<file path="src/rtl/bcd_counter_ndigit_if.sv">
// Control/data bundle for bcd_counter_ndigit: the master drives the controls, the slave returns the count and status.
// When BCD_LOAD_CHECK_EN is defined, the bundle also carries the err flag for clamped loads.
interface bcd_counter_ndigit_if #(
  parameter int DIGITS = 4
);
  logic                  enable;
  logic                  load;
  logic                  up;
  logic [4*DIGITS-1:0]   d;
  logic [4*DIGITS-1:0]   q;
  logic                  tc;
  logic                  ovf;
`ifdef BCD_LOAD_CHECK_EN
  logic                  err;
`endif

  modport master (
    output enable, load, up, d,
`ifdef BCD_LOAD_CHECK_EN
    input  err,
`endif
    input  q, tc, ovf
  );

  modport slave (
    input  enable, load, up, d,
`ifdef BCD_LOAD_CHECK_EN
    output err,
`endif
    output q, tc, ovf
  );
endinterface

</file>
<file path="src/rtl/bcd_counter_ndigit.sv">
// Multi-digit packed-BCD up/down counter with load, enable, wrap/saturate ends, terminal count and overflow pulse.
// Optional macro BCD_LOAD_CHECK_EN: clamps loaded digits above 9 to 9 and flags the clamp on err.
module bcd_counter_ndigit #(
  parameter int DIGITS   = 4,
  parameter bit SATURATE = 1'b0
) (
  input logic                 clk,
  input logic                 clr,
  bcd_counter_ndigit_if.slave bus
);
  localparam int W = 4 * DIGITS;

  logic [W-1:0]    q_r;
  logic [W-1:0]    step_val;
  logic [W-1:0]    load_val;
  logic [DIGITS:0] chain;
  logic [3:0]      dig;
  logic            at_end;
  logic            ovf_r;

  // chain[i] is the carry (up) or borrow (down) into digit i; chain[DIGITS] marks the range end.
  always_comb begin
    // NOTE: every variable gets a default before the loop so no path leaves one unassigned (no latches).
    step_val = q_r;
    chain    = '0;
    chain[0] = 1'b1;
    dig      = '0;
    for (int i = 0; i < DIGITS; i++) begin
      dig = q_r[4*i +: 4];
      if (chain[i]) begin
        if (bus.up) begin
          // Digits A-F act as 9: roll to 0 and pass the carry on.
          if (dig >= 4'd9) begin
            step_val[4*i +: 4] = 4'd0;
            chain[i+1]         = 1'b1;
          end else begin
            step_val[4*i +: 4] = dig + 4'd1;
          end
        end else begin
          if (dig == 4'd0) begin
            step_val[4*i +: 4] = 4'd9;
            chain[i+1]         = 1'b1;
          end else if (dig > 4'd9) begin
            step_val[4*i +: 4] = 4'd8;
          end else begin
            step_val[4*i +: 4] = dig - 4'd1;
          end
        end
      end
    end
    at_end = chain[DIGITS];
  end

`ifdef BCD_LOAD_CHECK_EN
  logic clamped;
  logic err_r;

  always_comb begin
    load_val = bus.d;
    clamped  = 1'b0;
    for (int i = 0; i < DIGITS; i++) begin
      if (bus.d[4*i +: 4] > 4'd9) begin
        load_val[4*i +: 4] = 4'd9;
        clamped            = 1'b1;
      end
    end
  end

  always_ff @(posedge clk) begin
    if (clr)           err_r <= 1'b0;
    else if (bus.load) err_r <= clamped;
    else               err_r <= 1'b0;
  end

  assign bus.err = err_r;
`else
  assign load_val = bus.d;
`endif

  always_ff @(posedge clk) begin
    // NOTE: registered state uses non-blocking assignments so every flop samples pre-edge values.
    if (clr) begin
      q_r   <= '0;
      ovf_r <= 1'b0;
    end else if (bus.load) begin
      q_r   <= load_val;
      ovf_r <= 1'b0;
    end else if (bus.enable) begin
      ovf_r <= at_end;
      if (!(SATURATE && at_end)) q_r <= step_val;
    end else begin
      ovf_r <= 1'b0;
    end
  end

  assign bus.q   = q_r;
  assign bus.ovf = ovf_r;
  assign bus.tc  = bus.enable & (bus.up ? (q_r == {DIGITS{4'd9}}) : (q_r == '0));
endmodule
</file>
<file path="src/flat_wrapper.sv">
// flat-port wrapper written by rule: the top's interface ports become plain ports
module bcd_counter_ndigit_flat 
#(
  parameter int DIGITS   = 4,
  parameter bit SATURATE = 1'b0
)
  (clk, clr, bus_enable, bus_load, bus_up, bus_d, bus_q, bus_tc, bus_ovf);
  bcd_counter_ndigit_if #(.DIGITS(DIGITS)) bus_i ();
  input logic clk;
  input logic clr;
  input wire logic [$bits(bus_i.enable)-1:0] bus_enable;
  input wire logic [$bits(bus_i.load)-1:0] bus_load;
  input wire logic [$bits(bus_i.up)-1:0] bus_up;
  input wire logic [$bits(bus_i.d)-1:0] bus_d;
  output wire logic [$bits(bus_i.q)-1:0] bus_q;
  output wire logic [$bits(bus_i.tc)-1:0] bus_tc;
  output wire logic [$bits(bus_i.ovf)-1:0] bus_ovf;
  assign bus_i.enable = bus_enable;
  assign bus_i.load = bus_load;
  assign bus_i.up = bus_up;
  assign bus_i.d = bus_d;
  assign bus_q = bus_i.q;
  assign bus_tc = bus_i.tc;
  assign bus_ovf = bus_i.ovf;
  bcd_counter_ndigit #(.DIGITS(DIGITS), .SATURATE(SATURATE)) u_core (.clk(clk), .clr(clr), .bus(bus_i));
endmodule
</file>
<file path="config.mk">
export PLATFORM = sky130hd
export DESIGN_NAME = bcd_counter_ndigit_flat
export DESIGN_NICKNAME = d
export VERILOG_FILES = /design/src/rtl/bcd_counter_ndigit_if.sv /design/src/rtl/bcd_counter_ndigit.sv /design/src/flat_wrapper.sv
export SDC_FILE = /design/constraint.sdc
export NUM_CORES = 1
export LEC_CHECK = 0
export ABC_CLOCK_PERIOD_IN_PS = 2220
export CAP_MARGIN = 20
export CORE_ASPECT_RATIO = 1.5
export CORE_MARGIN = 2
export CORE_UTILIZATION = 46
export CTS_CLUSTER_SIZE = 12
export DETAILED_ROUTE_END_ITERATION = 12
export GPL_TIMING_DRIVEN = 0
export PLACE_DENSITY = 0.77
export SKIP_LAST_GASP = 1
export SYNTH_ARGS = -nofsm -noshare
export SYNTH_HDL_FRONTEND = slang
export SYNTH_SLANG_ARGS = --single-unit
</file>
<file path="constraint.sdc">
create_clock -name clk -period 2.22 [get_ports clk]
set_input_delay 0.333 -clock clk [delete_from_list [all_inputs] [get_ports clk]]
set_output_delay 0.333 -clock clk [all_outputs]
set_load 0.01 [all_outputs]
</file>
==> summary.md <==
| Metric | Value |
|---|---|
| Status | `finished, violations left` |
| Violated checks | `negative setup slack` |
| Least-Margin Pin Slew | `668 ps` |
| Post-CTS Setup Bufs | `0` |
| Peak VDD IR | `0.435 mV` |
| CP endpoint kind | `output pin` |
| Worst Skew | `3.11 ps` |
| Slew headroom | `55.3%` |
| Core ar. | `3680 sq um` |
| Initial antenna violation count | `0` |
| Slowest stage delay, CP | `around 470 ps` |
| Syn. warnings | `0` |
| Unrepaired setup endpoints after global routing | `true` |
| Async SR Flop Fraction | `0%` |
| Cts hold-fix bufs | `0` |
| FILL cells | `325` |
| Avg Inst Size Synth | `7.34 sq um` |
| Sequential fraction of the synthesis area | `a little under a fifth` |
| Synth top area cells | `dfxtp_1 19%, ha_1 11%, nand2_1 4.4%` |
| Syn nets | `279` |
| Worst-Skew Late Latency | `~260 ps` |
| First-pass GRT wire length | `around 8200 um` |
| Setup WS post-layout | `-39.9 ps` |
| Clock Sinks | `17` |
| Pins Over Slew Limit | `0` |
| Primary FF master, synth | `dfxtp_1` |
| P per Cell Area | `about 470 nW/um^2` |
| Cts bufs inserted | `3` |
| Largest net degree at the start of global routing | `11` |
| Drt via density | `6.11` |
| CTS Buffer Depth | `2` |
| Area growth, synth to finish | `28.1%` |
| Yosys top cell by area | `dfxtp_1` |
| Drt first pass iters | `4` |
| Setup TNS Final | `-39.9 ps` |
| Dpl hpwl | `3770 um` |
| Pint | `671 uW` |
| Vias | `1998` |
| Clock transition at path regs | `80 ps` |
| Worst Path Required | `1890 ps` |
| Starting DRT DRC Count | `80` |
| Post-Synthesis Cells | `roughly 240` |
| Switching Share | `about 38%` |
| Synth cell types | `54` |
| Sw Pwr | `406 uW` |
| Comb power frac | `42.4%` |
| CP startpoint kind | `flop` |
| Yosys top cell area share | `19.1%` |
| Core Util, Final | `approximately 62%` |
| Global route overflow | `0` |
| Seq pwr share | `33.4%` |
| Post-DRT Antenna Nets | `0` |
| Top post-synthesis cells by count | `21 x nand2_1, 19 x nor2_1, 17 x dfxtp_1, 17 x inv_1` |
| I/O pin cnt | `39` |
| DRC | `0` |
| Inserted Diodes | `0` |
| WL per Instance | `between 15 and 20 um` |
| Final setup vio count | `1` |
| CP max stage cell | `or4b_4` |
| Fraction of layout cells with a size suffix above 1 | `~8.8%` |
| Final Hold Fails | `0` |
| Vias in the first global route | `1775` |
| Crit-path max FO | `8` |
| CTS tree | `yes` |
| Count leader, synth | `nand2_1` |
| Total Power | `1080 uW` |
| GR Util All Layers | `25.0%` |
| Post-synth EDFFs | `0` |
| Post-Syn Area | `1780 sq um` |
| Layout Nets | `321` |
| Gp weighted congestion | `~0.91` |
| Die width | `54.9 um` |
| Depth of the CTS H-tree | `1` |
| Cell Chain, Critical Path | `inv_1 > ha_1 > or4b_4 > a21boi_0 > nor3_1 > buf_2` |
| Flop and latch count out of synthesis | `17` |
| Tcrit/Tclk final | `102%` |
| LEAKAGE | `0.000853 uW` |
| CTS Root Cell | `clkbuf_8` |
| Clock Power Share | `between 20% and 30%` |
| Worst Hold Class | `reg2reg` |
| Die area | `roughly 4400 sq um` |
| Site row count | `27` |
| F_max | `about 440 MHz` |
| Max-cap violation count | `0` |
| Crit path kind | `reg2out` |
| CP arrival | `1930 ps` |
| Buffers on Ports | `37` |
| Hold Slack | `594 ps` |
| WL final | `approximately 5200 um` |
| Starting density of the core | `48.5%` |
| Tmin final | `2260 ps` |
| Die height | `80.3 um` |
[timing repair]
item / CTS / global route
setup endpoints to repair: 9 / 5
gates resized for setup: 19 / 4
pin swaps: 1 / 0
[worst paths after layout]
path,cells past startpoint,from,end,slack (ps)
max,6,u_core.bus.q[4],bus_tc,-40
min reg2reg,2,u_core.bus.q[8],u_core.bus.q[8],590
min,2,u_core.bus.q[8],u_core.bus.q[8],590
max reg2reg,8,u_core.bus.q[0],u_core.bus.q[13],30
[stage by stage]
step / instance area, sq um / worst slack (ps) / std cells
final: 2290 / -39.9 / 327
after global routing: 2290 / -87.6 / 327
after detailed placement: 2210 / -739 / 323
after CTS: 2280 / 6.35 / 327
after floorplan: 1780 / 19.1 / 243
after global placement: 2210 / -742 / 323
[cell type report]
cell class / instances / area [sq um] / area share [%]
Timing Repair Buffer: 37 / 364 / 15.9
Multi-Input combinational cell: 191 / 1330 / 58.0
Tap cell: 43 / 53.8 / 2.35
Clock buffer: 4 / 45.0 / 1.97
Buffer: 16 / 76.3 / 3.34
Inverter: 19 / 71.3 / 3.12
Sequential cell: 17 / 349 / 15.3
[cells in the final DEF, fill, tap and decap left out, types with 3 or more instances in the layout]
cell type        Yosys  final
o21ai_0             11     10
dfxtp_1             17     12
o22ai_1              7      7
nand3_1              7      7
o41ai_1              3      3
clkbuf_8             0      3
nor2_1              19     19
xnor2_1              5      5
o31ai_1              4      4
nand3b_1             4      4
nor3_1               5      5
ha_1                15     12
a211oi_1             3      3
a311oi_1             3      3
o211ai_1             3      3
clkbuf_1            13     12
a21oi_1             15     14
o221ai_1             4      4
o21bai_1             3      3
nor4_1               4      4
dfxtp_2              0      4
clkdlybuf4s50_1      0     35
inv_1               17     15
nand2_1             21     21
a21o_1               3      3
nor3b_1              9      9
nand2b_1             6      6
a221oi_1             4      4
[sequential cells by signal, summed over array words and instances, names as in the netlist]
register	cells
u_core.bus.q	16
u_core.bus.ovf	1
[worst max-delay path: cells and delay by family (launching register included)]
family                   cells  cell delay (ps)
AND/OR/NAND/NOR              2              720
flip-flops                   1              360
buffers and inverters        2              270
adder cells (fa/ha/maj)      1              160
AO/OA/AOI/OAI                1              140
[layer usage]
metal	vias up	wire length, um	GRT usage, %
li1	992	-	-
met1	927	2150	31.1
met2	72	2650	41.1
met3	7	328	4.46
met4	0	82	9.50
met5	-	0	0
[kinds of logic (layout without fill, tap and decap cells)]
group	after synthesis	in the layout	share of synthesized area, %
simple gates	88	88	26.4
compound gates	81	81	32.4
buf+inv	35	76	7.99
flops	17	17	19.1
fa+ha+maj	15	15	10.5
xor+xnor	5	5	2.45
mux	2	2	1.12
[power groups by stage]
stage / clock network [uW] / registers, uW / logic [uW]
after floorplan: 0 / 369 / 280
after global placement: 0 / 365 / 433
after detailed placement: 0 / 365 / 438
after CTS: 260 / 359 / 448
after global routing: 271 / 364 / 500
final: 260 / 360 / 457
(Power assumes the default switching activity.)
